$ cat src/rtl/pm_loader.sv
// pm_loader -- boot-time program-memory writer.
//
// Accepts a byte stream from a host over a valid/ready handshake. The stream is
// a header (word count), the data words, then one XOR checksum word. Every
// field is sent MSB-first. Each assembled word is written to consecutive PM
// addresses starting at PM_BASE. The core is held stalled for the whole load.
//
// Ports:
//   clk, reset   core clock, synchronous active-high reset
//   ld_start     begin a load (sampled only when idle)
//   host_dt      stream data, IN_WIDTH bits
//   host_valid   host_dt is valid
//   host_ready   loader accepts host_dt this cycle (registered)
//   ld_pm_cslt   PM chip select, 1 = access
//   ld_pm_wrb    PM write strobe, active-low
//   ld_pm_add    PM write address
//   ld_pm_dt     PM write data
//   ld_stallb    0 = core held in stall
//   ld_busy      load in progress
//   ld_done      one-cycle pulse at end of load
//   ld_err       checksum mismatch, sticky until next ld_start
module pm_loader #(
   parameter int PMA_SIZE = 16,
   parameter int PMD_SIZE = 32,
   parameter int IN_WIDTH = 8,
   parameter int PM_BASE  = 0
) (
   input  logic                clk,
   input  logic                reset,
   input  logic                ld_start,
   input  logic [IN_WIDTH-1:0] host_dt,
   input  logic                host_valid,
   output logic                host_ready,
   output logic                ld_pm_cslt,
   output logic                ld_pm_wrb,
   output logic [PMA_SIZE-1:0] ld_pm_add,
   output logic [PMD_SIZE-1:0] ld_pm_dt,
   output logic                ld_stallb,
   output logic                ld_busy,
   output logic                ld_done,
   output logic                ld_err
);

   localparam int BEATS_A = PMA_SIZE / IN_WIDTH;
   localparam int BEATS_D = PMD_SIZE / IN_WIDTH;
   localparam int BMAX    = (BEATS_A > BEATS_D) ? BEATS_A : BEATS_D;
   localparam int BCW     = $clog2(BMAX + 1);

   localparam logic [BCW-1:0]      LAST_A = BCW'(BEATS_A - 1);
   localparam logic [BCW-1:0]      LAST_D = BCW'(BEATS_D - 1);
   localparam logic [PMA_SIZE-1:0] BASE   = PMA_SIZE'(PM_BASE);

   localparam logic [2:0] IDLE  = 3'd0;
   localparam logic [2:0] HDR   = 3'd1;
   localparam logic [2:0] DATA  = 3'd2;
   localparam logic [2:0] WRITE = 3'd3;
   localparam logic [2:0] CHK   = 3'd4;
   localparam logic [2:0] DONE  = 3'd5;

   logic [2:0]          state, next_state;
   logic [PMA_SIZE-1:0] count, index, index_inc, count_sh;
   logic [PMD_SIZE-1:0] word, word_sh, checksum;
   logic [BCW-1:0]      beat;
   logic                accept, last_a, last_d, field_last;
   logic                ns_rx, ns_load;

   assign accept    = host_valid && host_ready;
   assign count_sh  = {count[PMA_SIZE-IN_WIDTH-1:0], host_dt};
   assign word_sh   = {word[PMD_SIZE-IN_WIDTH-1:0], host_dt};
   assign index_inc = index + 1'b1;
   assign last_a    = (beat == LAST_A);
   assign last_d    = (beat == LAST_D);
   assign field_last = (state == HDR) ? last_a : last_d;

   always_comb begin
      next_state = state;
      case (state)
         IDLE:  if (ld_start) next_state = HDR;
         HDR:   if (accept && last_a) next_state = (count_sh == '0) ? CHK : DATA;
         DATA:  if (accept && last_d) next_state = WRITE;
         WRITE: next_state = (index_inc == count) ? CHK : DATA;
         CHK:   if (accept && last_d) next_state = DONE;
         DONE:  next_state = IDLE;
         default: next_state = IDLE;
      endcase
   end

   // Outputs are registered from next_state so they line up with the state
   // they describe rather than lagging it by a cycle.
   assign ns_rx   = (next_state == HDR) || (next_state == DATA) || (next_state == CHK);
   assign ns_load = ns_rx || (next_state == WRITE);

   always_ff @(posedge clk) begin
      if (reset) begin
         state      <= IDLE;
         host_ready <= 1'b0;
         ld_pm_cslt <= 1'b0;
         ld_pm_wrb  <= 1'b1;
         ld_pm_add  <= '0;
         ld_pm_dt   <= '0;
         ld_stallb  <= 1'b1;
         ld_busy    <= 1'b0;
         ld_done    <= 1'b0;
         ld_err     <= 1'b0;
         count      <= '0;
         index      <= '0;
         word       <= '0;
         checksum   <= '0;
         beat       <= '0;
      end else begin
         state      <= next_state;
         host_ready <= ns_rx;
         ld_pm_cslt <= (next_state == WRITE);
         ld_pm_wrb  <= (next_state != WRITE);
         ld_busy    <= ns_load;
         ld_stallb  <= !ns_load;
         ld_done    <= (next_state == DONE);

         if (accept) beat <= field_last ? '0 : beat + 1'b1;

         case (state)
            IDLE: if (ld_start) begin
               ld_err   <= 1'b0;
               checksum <= '0;
               index    <= '0;
               count    <= '0;
               beat     <= '0;
            end
            HDR: if (accept) count <= count_sh;
            DATA: if (accept) begin
               word <= word_sh;
               // Address/data are loaded on the last beat so the write
               // strobe in WRITE already sees them.
               if (last_d) begin
                  ld_pm_add <= BASE + index;
                  ld_pm_dt  <= word_sh;
               end
            end
            WRITE: begin
               checksum <= checksum ^ word;
               index    <= index_inc;
            end
            CHK: if (accept) begin
               word <= word_sh;
               if (last_d) ld_err <= (word_sh != checksum);
            end
            default: ;
         endcase
      end
   end

endmodule
$ cat config.mk
export PLATFORM = sky130hd
export DESIGN_NAME = pm_loader
export DESIGN_NICKNAME = d
export VERILOG_FILES = /design/src/rtl/pm_loader.sv
export SDC_FILE = /design/constraint.sdc
export NUM_CORES = 1
export LEC_CHECK = 0
export ABC_CLOCK_PERIOD_IN_PS = 3800
export CELL_PAD_IN_SITES_DETAIL_PLACEMENT = 0
export CELL_PAD_IN_SITES_GLOBAL_PLACEMENT = 1
export CORE_ASPECT_RATIO = 0.5
export CORE_MARGIN = 2
export CORE_UTILIZATION = 42
export CTS_BUF_LIST = sky130_fd_sc_hd__clkbuf_16
export DETAILED_ROUTE_END_ITERATION = 6
export PLACE_DENSITY = 0.82
export SYNTH_ARGS = -nofsm -noshare
export SYNTH_HDL_FRONTEND = slang
export SYNTH_SLANG_ARGS = --single-unit
export TNS_END_PERCENT = 30
$ cat constraint.sdc
create_clock -name clk -period 3.8 [get_ports clk]
set_clock_uncertainty 0.2 [all_clocks]
set_input_delay 0.76 -clock clk [delete_from_list [all_inputs] [get_ports clk]]
set_output_delay 0.76 -clock clk [all_outputs]
set_load 0.01 [all_outputs]
==> metrics.yaml, run 1 <==
layout:
  postLayoutCoreUtil_pct: 52.5
  fillCellCount: 1501
  seq_area_um2: 3140
  nets: 918
  postLayoutCellArea_um2: 8160
  multi_input_area_um2: 3350
  antennaDiodeCount: 0
  drive_gt1_share_pct: 6.23
  syn_to_final_growth_pct: 21.2
power_and_ir_drop:
  power_density_nw_per_um2: 437
  internal_power_mw: 2.70
  comb_power_share_pct: 3.5
  ir_worst_vdd_mv: 0.312
  switching_share_pct: 24.4
  p_leak_nw: 2.91
  power_switching_mw: 0.869
  sequentialPowerShare_pct: 46.6
  pwr-share-clk_pct: 49.9
worst_setup_path:
  critPathRequiredTime_ps: 3960
  crit_path_cell_trace: "nand4_1, nor4b_1, xnor2_1, o211ai_1, or4_4, or4_1, a21oi_1"
  arrival_ps: 3320
  cp-end-kind: "flop"
  reg2reg_from: "index[3]"
  crit_path_start_kind: "flop"
  worstSetupPathType: "flop to flop"
  crit_start: "index[3]"
  path_max_fanout: 11
  slowest_delay_ps: 590
  cp_slowest_cell: "nor4b_1"
sta:
  finalMaxSlewViolations: 0
  tightest_slew_ps: 630
  setup_slack_ps: 637
  finalCriticalPeriod_ps: 3160
  hold_violations: 0
  slew_headroom_pct: 57.9
  rsz0062_at_grt: "false"
  fin_hold_ws_ps: 254
  setup-tns-final_ps: 0
  fin_crit_sh_pct: 83.2
  setup_violations: 0
  max_clock_freq_mhz: 316
grt:
  grt_max_degree: 49
  grt_pass1_vias: 5546
  antenna_found_initial: 0
  grt_usage_pct: 20.9
  grt-ovfl-total: 0
  grt_pass1_wl_um: 28200
synth:
  synth_adder_area_share_pct: 0.743
  synth_top_family_by_area: "simple AND/OR/NAND/NOR gates"
  synth_xor_area_share_pct: 11.1
  yosysWarningCount: 0
  synth.area.mux_share_pct: 0
  yosysTopAreaCellShare_pct: 46.7
  synth-seq-area-share_pct: 46.7
  async_flop_share_pct: 0
  synth_area_leader_cell: "dfxtp_1"
  ys_ff_latch: 157
  syn_nets: 876
  synth-simple-area-share_pct: 25.2
  synthCells: 860
  synth-edff-count: 0
  synthFlopType: "dfxtp_1"
  synth_compound_gate_area_share_pct: 12.6
  synthTopCellsByArea: "dfxtp_1 47%, nand2_1 13%, xor2_1 8.7%"
  syn_area_per_cell_um2: 7.83
  synth.cell_area_um2: 6730
  ys_types: 45
drt:
  drt_iter0_markers: 366
  firstDrtPassIters: 5
  drt_wl_total_um: 17000
  wl_per_cell_um: 15.2
  via_per_inst: 5.18
  drc: 0
  via_count: 5801
  ant_nets: 0
clock_network:
  clk_pin_slew_ps: 70
  h-tree-depth: 4
  numCtsBuffers: 17
  ctsHoldBuffers: 0
  postCtsResizedCells: 0
  clkSinkCount: 157
  clk-insertion-delay-late_ps: 420
  cts_root_buf: "clkbuf_16"
  cts_tree: "done"
  clk_path_buf_depth: 2
  cts_setup_buffers: 0
place:
  dpl-instance-area_um2: 7540
  dp_hpwl_um: 11300
  gp_congestion: 0.919
  placement.io_buffers: 66
  place_ws_ps: 668
job:
  cap_violations: 0
floorplanning:
  core_area_um2: 15500
  num_io_pins: 67
  die_y_um: 93.5
  start_util_pct: 43.3
  rows: 32
  chipWidth_um: 183
  dieArea_um2: 17100
run_status:
  status: "complete, no violations"
hold_path:
  min_path_type: "flop to flop"
  hp-start: "ld_pm_add[10]"
[sequential cells by signal (all words and copies together), names as in the netlist]
| register | count |
|---|---|
| state | 3 |
| checksum | 32 |
| ld_pm_wrb | 1 |
| ld_pm_dt | 32 |
| ld_stallb | 1 |
| count | 16 |
| host_ready | 1 |
| index | 16 |
| ld_err | 1 |
| word | 32 |
| ld_pm_add | 16 |
| ld_done | 1 |
| beat | 3 |
| ld_busy | 1 |
| ld_pm_cslt | 1 |
[power groups by stage]
| stage | clock [mW] | sequential, mW | combinational (mW) |
|---|---|---|---|
| floorplan | 0 | 1.70 | 0.0741 |
| global placement | 0 | 1.70 | 0.124 |
| detailed placement | 0 | 1.70 | 0.124 |
| CTS | 1.81 | 1.66 | 0.125 |
| global route | 1.89 | 1.66 | 0.136 |
| finish | 1.78 | 1.66 | 0.124 |
[cell usage after synthesis, types with 2 or more instances]
cell type and instances:
nand3_1 24, or4_1 2, nor4_1 13, nand2b_1 2, or4_4 2, dfxtp_1 157, buf_1 2, a31oi_1 2
o21ai_0 14, o211ai_1 3, nor2b_1 4, a311oi_1 2, a21o_1 2, nor3_1 13, ha_1 4, xnor2_1 18
a22oi_1 6, and4_1 2, nand2_1 235, xor2_1 67, and3_1 9, clkbuf_1 48, and2_1 3, inv_1 4
nand4_1 5, nor2_1 75, o21ai_1 2, o21a_1 4, a21oi_1 113, buf_2 8
[per-layer routing]
layer | vias to the layer above | part of all wire, % | GRT usage [%]
met2 | 95 | 47 | 34.9
met1 | 2757 | 49 | 27.5
met3 | 21 | 2.9 | 3.97
met5 | - | 0 | 0
met4 | 0 | 1.3 | 6.60
li1 | 2928 | - | -
[metrics by stage]
| step | cells | power [mW] |
|---|---|---|
| after floorplan | 860 | 1.77 |
| after global placement | 1087 | 1.82 |
| after detailed placement | 1087 | 1.82 |
| after CTS | 1119 | 3.60 |
| after global routing | 1119 | 3.68 |
| final | 1119 | 3.57 |
[critical path: cells and delay by family (launching register included)]
kind             cells  cell delay (ps)
flip-flops           1              550
AND/OR/NAND/NOR      4             1920
XOR/XNOR             1              180
AO/OA/AOI/OAI        2              240
[placed cells by master, fill, tap and decap left out, drive strengths merged, types with 4 or more instances in the layout]
| cell type | n |
|---|---|
| nand2 | 235 |
| dfxtp | 157 |
| a21oi | 113 |
| nor2 | 75 |
| xor2 | 67 |
| clkdlybuf4s50 | 65 |
| nand3 | 25 |
| xnor2 | 18 |
| clkbuf | 17 |
| buf | 17 |
| o21ai | 17 |
| nor4 | 13 |
| nor3 | 13 |
| inv | 11 |
| and3 | 9 |
| a22oi | 6 |
| nand4 | 6 |
| nor2b | 4 |
| o21a | 4 |
| ha | 4 |
| or4 | 4 |
[path summary, 6_finish.rpt]
check	end	slack [ps]	cells after the start
max	state[2]	640	7
min	ld_pm_add[10]	250	2
max reg2reg	state[2]	640	7
min reg2reg	ld_pm_add[10]	250	2
[cell families after synthesis]
| logic type | count (synthesis) |
|---|---|
| buffers and inverters | 63 |
| xor gates and xnor gates | 85 |
| AOI/OAI and AO/OA | 155 |
| adders and majority gates | 4 |
| DFF | 157 |
| and+or+nand+nor | 396 |
[cell type report]
type,instances,area share (%)
clock buffers,17,5.21
clock inverters,15,2.39
inverters,4,0.184
multi-input cells,640,41.0
flip-flops and latches,157,38.5
well taps,204,3.13
repair buffers,82,9.54
(Power assumes the default switching activity.)
==> run 2: changes to the inputs <==
--- a/config.mk
+++ b/config.mk
@@ -5,7 +5,7 @@
 export SDC_FILE = /design/constraint.sdc
 export NUM_CORES = 1
 export LEC_CHECK = 0
-export ABC_CLOCK_PERIOD_IN_PS = 3800
+export ABC_CLOCK_PERIOD_IN_PS = 3000
 export CELL_PAD_IN_SITES_DETAIL_PLACEMENT = 0
 export CELL_PAD_IN_SITES_GLOBAL_PLACEMENT = 1
 export CORE_ASPECT_RATIO = 0.5
==> constraint.sdc (replaced) <==
create_clock -name clk -period 3 [get_ports clk]
set_clock_uncertainty 0.2 [all_clocks]
set_input_delay 0.6 -clock clk [delete_from_list [all_inputs] [get_ports clk]]
set_output_delay 0.6 -clock clk [all_outputs]
set_load 0.01 [all_outputs]
==> run 2 against run 1 <==
- clock power increased by 24%
- worst setup slack got worse by 530 ps
- design area increased by 1.3%
- total power increased by 25%
- sequential cell count unchanged
- sequential power increased by 27%
- global-route usage increased by 0.59 points
- count of clock-buffer cells in the layout unchanged
- fmax increased by 9.4%
- sequential share of layout area decreased by 0.48 points
==> metrics.yaml, run 2 (synthesis gave the netlist of run 1 again) <==
job:
  cap_violations: 0
worst_setup_path:
  crit_path_start_kind: "flop"
  slowest_delay_ps: 560
  path_max_fanout: 5
  r2r_cells: 8
  arrival_ps: 3040
  crit_top_cell: "or4_4"
  crit_path_cell_trace: "ha_1, nand3_1, or4_4, nand3b_2, o21ai_2, or4_4, or4_1, a21oi_1"
  worstSetupPathType: "flop to flop"
  critPathRequiredTime_ps: 3150
  cp_slowest_cell: "or4_4"
  cp-end-kind: "flop"
drt:
  drt_iter0_markers: 359
  firstDrtPassIters: 5
  via_count: 5846
  ant_nets: 0
  wl_per_cell_um: 15.4
  drc: 0
  via_per_inst: 5.16
  drt_wl_total_um: 17500
power_and_ir_drop:
  ir_worst_vdd_mv: 0.420
  p_leak_nw: 2.99
  power_density_nw_per_um2: 541
hold_path:
  min_path_type: "flop to flop"
  whs_path_depth: 2
clock_network:
  clk-insertion-delay-late_ps: 420
  numCtsBuffers: 17
  cts_setup_buffers: 0
  clkSinkCount: 157
  ctsHoldBuffers: 0
  postCtsResizedCells: 0
  cts_tree: "done"
  clk_pin_slew_ps: 70
  clk_path_buf_depth: 2
  cts_root_buf: "clkbuf_16"
  h-tree-depth: 4
layout:
  syn_to_final_growth_pct: 22.8
  drive_gt1_share_pct: 7.65
  antennaDiodeCount: 0
  postLayoutCellArea_um2: 8260
  mostFrequentLayoutCell: "nand2_1"
  reg_top3: "checksum: 32 flops, ld_pm_dt: 32 flops, word: 32 flops"
  layout_common_cells: "235 x nand2_1, 157 x dfxtp_1, 113 x a21oi_1"
  nets: 931
grt:
  grt_max_degree: 44
  grt-ovfl-total: 0
  grt_pass1_wl_um: 28800
  antenna_found_initial: 0
  grt_usage_pct: 21.5
  grt_pass1_vias: 5531
place:
  dpl-instance-area_um2: 7650
  dp_hpwl_um: 11800
  place_ws_ps: 142
  gp_congestion: 0.875
  placement.io_buffers: 66
sta:
  max_clock_freq_mhz: 346
  setup-tns-final_ps: 0
  finalCriticalPeriod_ps: 2890
  setup_violations: 0
  hold_violations: 0
  tightest_slew_ps: 1080
  slew_headroom_pct: 27.5
  finalMaxSlewViolations: 0
  fin_crit_sh_pct: 96.4
  rsz0062_at_grt: "false"
  setup_slack_ps: 108
run_status:
  status: "complete, no violations"
floorplanning:
  chipWidth_um: 183
  rows: 32
  core_area_um2: 15500
  dieArea_um2: 17100
  num_io_pins: 67
  die_y_um: 93.5
  start_util_pct: 43.3
[run 2: worst paths after layout]
check | from | endpoint | slack, ps
setup reg to reg | index[1] | state[2] | 110
hold reg to reg | ld_pm_dt[10] | ld_pm_dt[10] | 250
hold / removal | ld_pm_dt[10] | ld_pm_dt[10] | 250
setup / recovery | index[1] | state[2] | 110
[run 2: per-stage QoR]
stage	total power [mW]	std cells	util [%]	hold WS [ps]
3_3_place_gp	2.32	1100	49.2	242
2_1_floorplan	2.24	860	-	237
5_1_grt	4.62	1132	53.2	275
4_1_cts	4.52	1132	53.1	257
6_report	4.47	1132	53.2	254
3_5_place_dp	2.32	1100	49.2	246
[run 2: cell type report]
class	instances	area, um^2
Timing Repair Buffer	95	888
Inverter	4	15.0
Tap cell	204	255
Clock buffer	17	425
Sequential cell	157	3140
Fill cell	1495	7270
Clock inverter	15	175
Multi-Input combinational cell	640	3360
[run 2: report_power, final]
group          switching (mW)  internal (mW)
sequential             0.0133           2.09
clock                   0.947           1.26
combinational           0.107         0.0575
total                    1.07           3.41
[run 2: metal layers]
layer / GRT usage [%] / wire length (um)
met1: 29.8 / 8690
met4: 6.07 / 166
met3: 3.86 / 542
met5: 0 / 0
met2: 34.3 / 8090
[run 2: critical path, delay by kind of cell, from the launching register on]
family                     cells  cell delay (ps)
DFF                            1              390
AOI/OAI and AO/OA              2              190
and+or+nand+nor                5             1850
adders and majority gates      1              210
==> run 3: changes to the inputs <==
--- a/config.mk
+++ b/config.mk
@@ -5,7 +5,7 @@
 export SDC_FILE = /design/constraint.sdc
 export NUM_CORES = 1
 export LEC_CHECK = 0
-export ABC_CLOCK_PERIOD_IN_PS = 3000
+export ABC_CLOCK_PERIOD_IN_PS = 3200
 export CELL_PAD_IN_SITES_DETAIL_PLACEMENT = 0
 export CELL_PAD_IN_SITES_GLOBAL_PLACEMENT = 1
 export CORE_ASPECT_RATIO = 0.5
==> constraint.sdc (replaced) <==
create_clock -name clk -period 3.2 [get_ports clk]
set_clock_uncertainty 0.2 [all_clocks]
set_input_delay 0.64 -clock clk [delete_from_list [all_inputs] [get_ports clk]]
set_output_delay 0.64 -clock clk [all_outputs]
set_load 0.01 [all_outputs]
==> run 3 against run 2 <==
- register-to-register slack improved by 30 ps
- critical path depth did not move
- sequential share of layout area rose by 0.41 points
- combinational power fell by 11%
- die area did not move
- largest power group unchanged
- cell count fell by 0.71%
- routed wire length fell by 1.4%
- hold slack barely moved
- critical path type unchanged
- utilization fell by 0.56 points
- clock power fell by 10%
- sequential cell count did not move
==> metrics.yaml, run 3 (synthesis gave the netlist of run 1 again) <==
run_status:
  status: "complete, no violations"
worst_setup_path:
  crit_start: "index[0]"
  critPathRequiredTime_ps: 3360
  path_max_fanout: 7
  slowest_delay_ps: 560
  cp_slowest_cell: "or4_4"
  reg2reg_from: "index[0]"
  crit_path_start_kind: "flop"
  crit_top_cell: "or4_4"
  crit_path_cell_trace: "ha_2, nand3_1, or4_4, nand3b_2, o21ai_2, or4_4, or4_1, a21oi_1"
  cp-end-kind: "flop"
  worstSetupPathType: "flop to flop"
  cp_num_buf_inv: 0
  arrival_ps: 3220
  cp_top_family: "simple AND/OR/NAND/NOR gates"
power_and_ir_drop:
  power_density_nw_per_um2: 502
  internal_power_mw: 3.05
  comb_power_share_pct: 3.6
  p_leak_nw: 2.92
  sequentialPowerShare_pct: 48.1
  pwr-share-clk_pct: 48.3
  switching_share_pct: 25.7
  p_total_mw: 4.10
  ir_worst_vdd_mv: 0.348
  power_switching_mw: 1.06
floorplanning:
  rows: 32
  dieArea_um2: 17100
  die_y_um: 93.5
  chipWidth_um: 183
  core_area_um2: 15500
  start_util_pct: 43.3
  num_io_pins: 67
sta:
  slew_headroom_pct: 24.4
  finalCriticalPeriod_ps: 3070
  rsz0062_at_grt: "false"
  fin_hold_ws_ps: 254
  setup-tns-final_ps: 0
  finalMaxSlewViolations: 0
  setup_slack_ps: 135
  tightest_slew_ps: 1130
  fin_crit_sh_pct: 95.8
  setup_violations: 0
  hold_violations: 0
  max_clock_freq_mhz: 326
drt:
  dr.max_layer_used: "met4"
  drt_wl_total_um: 17200
  wl_per_cell_um: 15.3
  via_count: 5765
  ant_nets: 0
  via_per_inst: 5.13
  wl_met3_um: 571
  wl_met2_um: 7910
  drt_iter0_markers: 356
  drc: 0
  wl_met1_um: 8550
  firstDrtPassIters: 4
grt:
  antenna_found_initial: 0
  grt_max_degree: 66
  grt_pass1_vias: 5274
  grt-ovfl-total: 0
  grt_usage_pct: 21.1
  grt_pass1_wl_um: 28300
layout:
  syn_to_final_growth_pct: 21.4
  fillCellCount: 1492
  postLayoutCoreUtil_pct: 52.6
  antennaDiodeCount: 0
  postLayoutCellArea_um2: 8180
  reg_top3: "checksum: 32 flops, ld_pm_dt: 32 flops, word: 32 flops"
  final_cells: 1124
  nets: 923
  mostFrequentLayoutCell: "nand2_1"
  layout_common_cells: "235 x nand2_1, 157 x dfxtp_1, 113 x a21oi_1"
  drive_gt1_share_pct: 6.85
clock_network:
  cts_setup_buffers: 0
  numCtsBuffers: 17
  cts_tree: "done"
  clkSinkCount: 157
  clk-insertion-delay-late_ps: 440
  clk_pin_slew_ps: 70
  cts_root_buf: "clkbuf_16"
  clk_path_buf_depth: 2
  h-tree-depth: 4
job:
  cap_violations: 0
place:
  placement.io_buffers: 66
  gp_congestion: 0.841
  dpl-instance-area_um2: 7590
  place_inst: 1092
  dp_hpwl_um: 11600
  place_ws_ps: 156
hold_path:
  min_path_type: "flop to flop"
  hp-start: "word[24]"
## run 3: cell types whose count changed in the layout (fill, tap and decap cells not counted)
cell / previous run / this run
clkinvlp_4: 1 / 2
inv_8: 3 / 2
clkinv_4: 4 / 0
nor4_2: 2 / 1
clkinv_8: 0 / 3
inv_1: 5 / 4
clkinv_1: 0 / 1
nor4_1: 11 / 12
ha_1: 4 / 3
inv_6: 4 / 7
ha_2: 0 / 1
bufinv_16: 2 / 0
buf_4: 29 / 21
## run 3: layout make-up
cell class                 instances  area, um^2  share of cell area (%)
multi-input combinational        640        3360                    41.1
timing repair buffer              87         828                    10.1
tap                              204         255                    3.12
clock inverter                    15         151                    1.85
sequential                       157        3140                    38.4
inverter                           4        15.0                   0.184
clock buffer                      17         425                    5.20
## run 3: worst paths after layout
check	endpoint	slack [ps]	depth (start not counted)
max	state[2]	130	8
min	word[24]	250	2
max reg2reg	state[2]	130	8
min reg2reg	word[24]	250	2
## run 3: what timing repair did
item / 4_1_cts / 5_1_grt
hold buffers: 0 / 0
gates resized for setup: 0 / 2
setup endpoints to repair: 0 / 1
## run 3: power groups by stage
stage | clock network, mW | registers (mW) | logic, mW
floorplan | 0 | 2.01 | 0.0880
global placement | 0 | 2.02 | 0.146
detailed placement | 0 | 2.02 | 0.146
CTS | 2.01 | 1.97 | 0.147
global route | 2.11 | 1.97 | 0.160
finish | 1.98 | 1.97 | 0.146
## run 3: routing by layer
| layer | global-route usage (%) | vias up |
|---|---|---|
| met5 | 0 | - |
| met4 | 5.93 | 0 |
| met3 | 4.21 | 20 |
| met2 | 34.1 | 100 |
| met1 | 28.9 | 2711 |
| li1 | - | 2934 |
## run 3: tightest hold or removal path: stages (launching register included)
cell and delay [ps]:
dfxtp_1 310, nand2_1 50, a21oi_1 50
